### config.mk
export PLATFORM = sky130hd
export DESIGN_NAME = alu_control_unit
export DESIGN_NICKNAME = d
export VERILOG_FILES = /design/src/rtl/mips_pkg.sv /design/src/rtl/alu_control_unit.sv
export SDC_FILE = /design/constraint.sdc
export NUM_CORES = 1
export LEC_CHECK = 0
export BUFFER_PORTS_ARGS = -buffer_cell sky130_fd_sc_hd__buf_2
export CAP_MARGIN = 10
export CELL_PAD_IN_SITES_DETAIL_PLACEMENT = 2
export CELL_PAD_IN_SITES_GLOBAL_PLACEMENT = 2
export CORE_MARGIN = 8
export CORE_UTILIZATION = 20
export DETAILED_ROUTE_END_ITERATION = 8
export PLACE_DENSITY = 0.74
export SYNTH_ARGS = -nofsm -noshare
export SYNTH_HDL_FRONTEND = slang
export SYNTH_SLANG_ARGS = --single-unit
### constraint.sdc
create_clock -name clk -period 1.55 [get_ports clk]
set_input_delay 0.0775 -clock clk [delete_from_list [all_inputs] [get_ports clk]]
set_output_delay 0.0775 -clock clk [all_outputs]
set_load 0.03 [all_outputs]
### src/rtl/mips_pkg.sv
// Shared encodings for the MIPS-style pipeline: opcodes, ALU operations and the
// ID/EX control bundle produced by the main decoder.
package mips_pkg;

    localparam logic [5:0] OP_ADD   = 6'b000000;
    localparam logic [5:0] OP_SUB   = 6'b000001;
    localparam logic [5:0] OP_AND   = 6'b000010;
    localparam logic [5:0] OP_OR    = 6'b000011;
    localparam logic [5:0] OP_SLT   = 6'b000100;
    localparam logic [5:0] OP_HLT   = 6'b000101;
    localparam logic [5:0] OP_MUL   = 6'b000110;
    localparam logic [5:0] OP_LW    = 6'b000111;
    localparam logic [5:0] OP_SW    = 6'b001000;
    localparam logic [5:0] OP_ADDI  = 6'b001001;
    localparam logic [5:0] OP_SUBI  = 6'b001010;
    localparam logic [5:0] OP_SLTI  = 6'b001011;
    localparam logic [5:0] OP_BNEQZ = 6'b001100;
    localparam logic [5:0] OP_BEQZ  = 6'b001101;

    localparam logic [2:0] ALU_ADD = 3'b000;
    localparam logic [2:0] ALU_SUB = 3'b001;
    localparam logic [2:0] ALU_AND = 3'b010;
    localparam logic [2:0] ALU_OR  = 3'b011;
    localparam logic [2:0] ALU_SLT = 3'b100;
    localparam logic [2:0] ALU_MUL = 3'b101;

    typedef struct packed {
        logic       halt;
        logic       branch;
        logic       reg_write;
        logic       alu_src;
        logic [2:0] alu_op;
        logic       mem_read;
        logic       mem_write;
        logic       mem_to_reg;
        logic       reg_dst;
        logic       branch_nz;
    } ctrl_t;

endpackage : mips_pkg

### src/rtl/alu_control_unit.sv
// ID-stage main decoder: combinational opcode -> control mapping, plus a
// sticky halted flag and a one-cycle-delayed illegal-opcode status.
module alu_control_unit
    import mips_pkg::*;
#(
    parameter int OPW = 6,
    parameter int AOW = 3
) (
    input  logic           clk,
    input  logic           rst_n,
    input  logic [OPW-1:0] opcode,
    output logic           Halt,
    output logic           Branch,
    output logic           RegWrite,
    output logic           ALUsrc,
    output logic [AOW-1:0] alu_op,
    output logic           MemRead,
    output logic           MemWrite,
    output logic           MemToReg,
    output logic           RegDst,
    output logic           BranchNZ,
    output logic           halted,
    output logic           illegal
);

    ctrl_t dec;
    ctrl_t ctrl;
    logic  halted_q, halted_d;
    logic  illegal_q, illegal_d;

    // NOTE: every field gets a default before the case, so no path leaves a
    // field unassigned and no latch is inferred; unassigned opcodes fall out as a NOP.
    always_comb begin
        dec       = '0;
        illegal_d = 1'b0;
        unique case (opcode)
            OP_ADD, OP_SUB, OP_AND, OP_OR, OP_SLT, OP_MUL: begin
                dec.reg_write = 1'b1;
                dec.reg_dst   = 1'b1;
                unique case (opcode)
                    OP_SUB:  dec.alu_op = ALU_SUB;
                    OP_AND:  dec.alu_op = ALU_AND;
                    OP_OR:   dec.alu_op = ALU_OR;
                    OP_SLT:  dec.alu_op = ALU_SLT;
                    OP_MUL:  dec.alu_op = ALU_MUL;
                    default: dec.alu_op = ALU_ADD;
                endcase
            end
            OP_ADDI, OP_SUBI, OP_SLTI: begin
                dec.reg_write = 1'b1;
                dec.alu_src   = 1'b1;
                unique case (opcode)
                    OP_SUBI: dec.alu_op = ALU_SUB;
                    OP_SLTI: dec.alu_op = ALU_SLT;
                    default: dec.alu_op = ALU_ADD;
                endcase
            end
            OP_LW: begin
                dec.reg_write  = 1'b1;
                dec.alu_src    = 1'b1;
                dec.mem_read   = 1'b1;
                dec.mem_to_reg = 1'b1;
            end
            OP_SW: begin
                dec.alu_src   = 1'b1;
                dec.mem_write = 1'b1;
            end
            OP_BEQZ, OP_BNEQZ: begin
                dec.branch    = 1'b1;
                dec.branch_nz = (opcode == OP_BNEQZ);
                dec.alu_op    = ALU_SUB;
            end
            OP_HLT: dec.halt = 1'b1;
            default: illegal_d = 1'b1;
        endcase
    end

    // Once halted, suppress every architectural side effect of later instructions.
    always_comb begin
        ctrl = dec;
        if (halted_q) begin
            ctrl.reg_write = 1'b0;
            ctrl.mem_write = 1'b0;
            ctrl.branch    = 1'b0;
        end
    end

    assign halted_d = halted_q | (opcode == OP_HLT);

    // NOTE: sequential state uses non-blocking assignments so every flop samples
    // pre-edge values, independent of statement order.
    always_ff @(posedge clk) begin
        if (!rst_n) begin
            halted_q  <= 1'b0;
            illegal_q <= 1'b0;
        end else begin
            halted_q  <= halted_d;
            illegal_q <= illegal_d;
        end
    end

    assign Halt     = ctrl.halt;
    assign Branch   = ctrl.branch;
    assign RegWrite = ctrl.reg_write;
    assign ALUsrc   = ctrl.alu_src;
    assign alu_op   = ctrl.alu_op;
    assign MemRead  = ctrl.mem_read;
    assign MemWrite = ctrl.mem_write;
    assign MemToReg = ctrl.mem_to_reg;
    assign RegDst   = ctrl.reg_dst;
    assign BranchNZ = ctrl.branch_nz;
    assign halted   = halted_q;
    assign illegal  = illegal_q;

endmodule : alu_control_unit

==> impl_metrics.yaml <==
route:
  via_per_inst: 4.80
  drtPass1Iterations: 3
  vias: 341
  route.detailed.drc: 0
  routedWlPerCell_um: 14.3
  wl_mm: 1.01
  drt-initial-drc-count: 1
  drt.antenna.violating_nets: 0
clock_tree:
  cts.repair.resized: 0
  clkTransAtPathRegs_ns: 0.03
  cts_setup_buffers: 0
  clkSinkCount: 2
  h-tree-depth: 1
  cts.path.max_buffers: 2
  cts_root_buffer: "clkbuf_4"
  tritoncts: "built"
  clk_latency_ns: 0.22
  hold_buffers: 0
  cts_buffers: 3
min_path:
  hold_path_depth: 2
  min_to: "illegal"
  min_path_type: "primary input to flip-flop"
  hp-start: "rst_n"
power_and_ir_drop:
  power.total_uw: 254
  irDropWorstVdd_mv: 0.383
  p_per_area_nw_per_um2: 630
  p_leak_uw: 0.000205
final_layout:
  instances_no_fill: 71
  diodes: 0
  final_area_sq_um: 403
  drive_above_1_share: 0.545
  finish.net_count: 65
  final_cell_mix: "buf_2 (21), nor2_1 (5), nor4b_2 (3), a21oi_1 (3), clkbuf_4 (3)"
  final_common_cell: "buf_2"
  synthToLayoutAreaGrowth_pct: 31.4
grt:
  grt_pass1_vias: 361
  antenna_found_initial: 0
  grt_max_degree: 12
  grt.total_usage: 0.0757
  grt_pass1_wl_mm: 1.66
  overflow: 0
critical_path:
  crit_type: "flip-flop to output pin"
  r2r-end: "halted"
  reg2reg_setup_slack_ns: 0.90
  end_kind: "output pin"
  regToRegStartpoint: "halted"
  path_max_fanout: 5
  cp-start-kind: "flip-flop"
  cp.arrival_ns: 1.09
  r2r_cells: 1
  worstPathRequired_ns: 1.47
sta:
  setup_violations: 0
  fin_crit_sh: 0.750
  timing.setup.tns_ns: 0
  min_period_ns: 1.16
  slew_headroom: 0.777
  whs_ns: 0.0786
  grt_setup_unrepaired: "no"
  fmaxAchievable_mhz: 860
  hold_viol_final: 0
  drv_slew: 0
  tightest_slew_ns: 0.334
  finClkSkew_ns: 0
logic_synthesis:
  synth_nets: 44
  synth_cell_types: 23
  yosys_warnings: 0
  synth_area_sq_um: 307
  ys_ff_latch: 2
  syn_inst: 36
  ys_seq_area_frac: 0.131
  synth_area_per_cell_sq_um: 8.52
placed_design:
  place_congestion: 0.651
  placed_cells: 68
  dpl.hpwl_um: 748
  place_area_sq_um: 380
  place.port_buffers: 21
floorplanning:
  die_h_um: 55.2
  ios: 22
  dieWidth_um: 55.2
  initial_core_util: 0.208
  fp-row-count: 14
  core_area_sq_um: 1470
  die_area_sq_um: 3040
run:
  cap_violations: 0
status:
  status: "finished, final reports clean"
how the worst max path moves through the flow:
stage / depth (start not counted) / from / end / slack [ns]
final: 2 / halted / RegWrite / 0.39
after global routing: 2 / halted / RegWrite / 0.31
after CTS: 2 / halted / RegWrite / 0.36
after detailed placement: 5 / opcode[0] / RegWrite / 0.42
after global placement: 5 / opcode[0] / RegWrite / 0.44
after floorplan: 4 / opcode[5] / MemToReg / 0.31
registers in the layout, indices dropped and copies added (netlist names):
name	flops
halted	1
illegal	1
where the power goes:
group,internal (uW),leakage [uW],switching [uW]
clock,85.5,0.0000138,30.0
combinational,29.3,0.000175,53.9
sequential,54.1,0.0000165,0.985
total,169,0.000205,84.9
cell type report:
cell class	count	area, sq um
clock buffers	3	22.5
fillers	192	1070
multi-input cells	29	215
flip-flops and latches	2	40.0
well taps	16	20.0
repair buffers	21	105
metal layers:
layer  global-route usage  share of wire  up-vias  wire length (um)
li1                     -              -      165                 -
met1               0.0847           0.44      159               449
met2                0.106           0.45       15               451
met3               0.0535           0.10        2               105
met4               0.0360         0.0059        0                 6
met5                    0              0        -                 0
per-stage QoR:
| stage | worst slack, ns | utilization |
|---|---|---|
| floorplan | 0.308 | - |
| global placement | 0.444 | 0.259 |
| detailed placement | 0.416 | 0.259 |
| CTS | 0.360 | 0.274 |
| global route | 0.306 | 0.274 |
| finish | 0.387 | 0.274 |
Yosys cell counts:
cell type  number  share of area
a211oi_2        1          0.041
a21oi_1         3          0.049
a2bb2oi_1       1          0.029
and2b_1         1          0.024
and3_1          2          0.041
buf_12          1          0.065
buf_2           1          0.016
buf_4           2          0.049
buf_6           1          0.037
dfxtp_1         2           0.13
mux2i_1         1          0.033
nand2_1         1          0.012
nand2b_1        1          0.020
nand2b_2        1          0.029
nand3_1         2          0.033
nand3b_1        1          0.024
nand4b_1        1          0.029
nor2_1          5          0.061
nor3_2          1          0.033
nor4b_2         3           0.15
o21a_1          2          0.049
or2_1           1          0.020
xor2_1          1          0.029
critical path, cell delays in order (launching register included):
cell and delay (ns):
dfxtp_1 0.35, nor4b_2 0.28, buf_2 0.24
kinds of logic after synthesis:
logic type,after synthesis,share of synthesized area
buf+inv,5,0.167
simple gates,20,0.474
mux,1,0.0327
flops,2,0.131
xor+xnor,1,0.0286
compound gates,7,0.167
No activity file was read; power rests on OpenSTA's default activity.
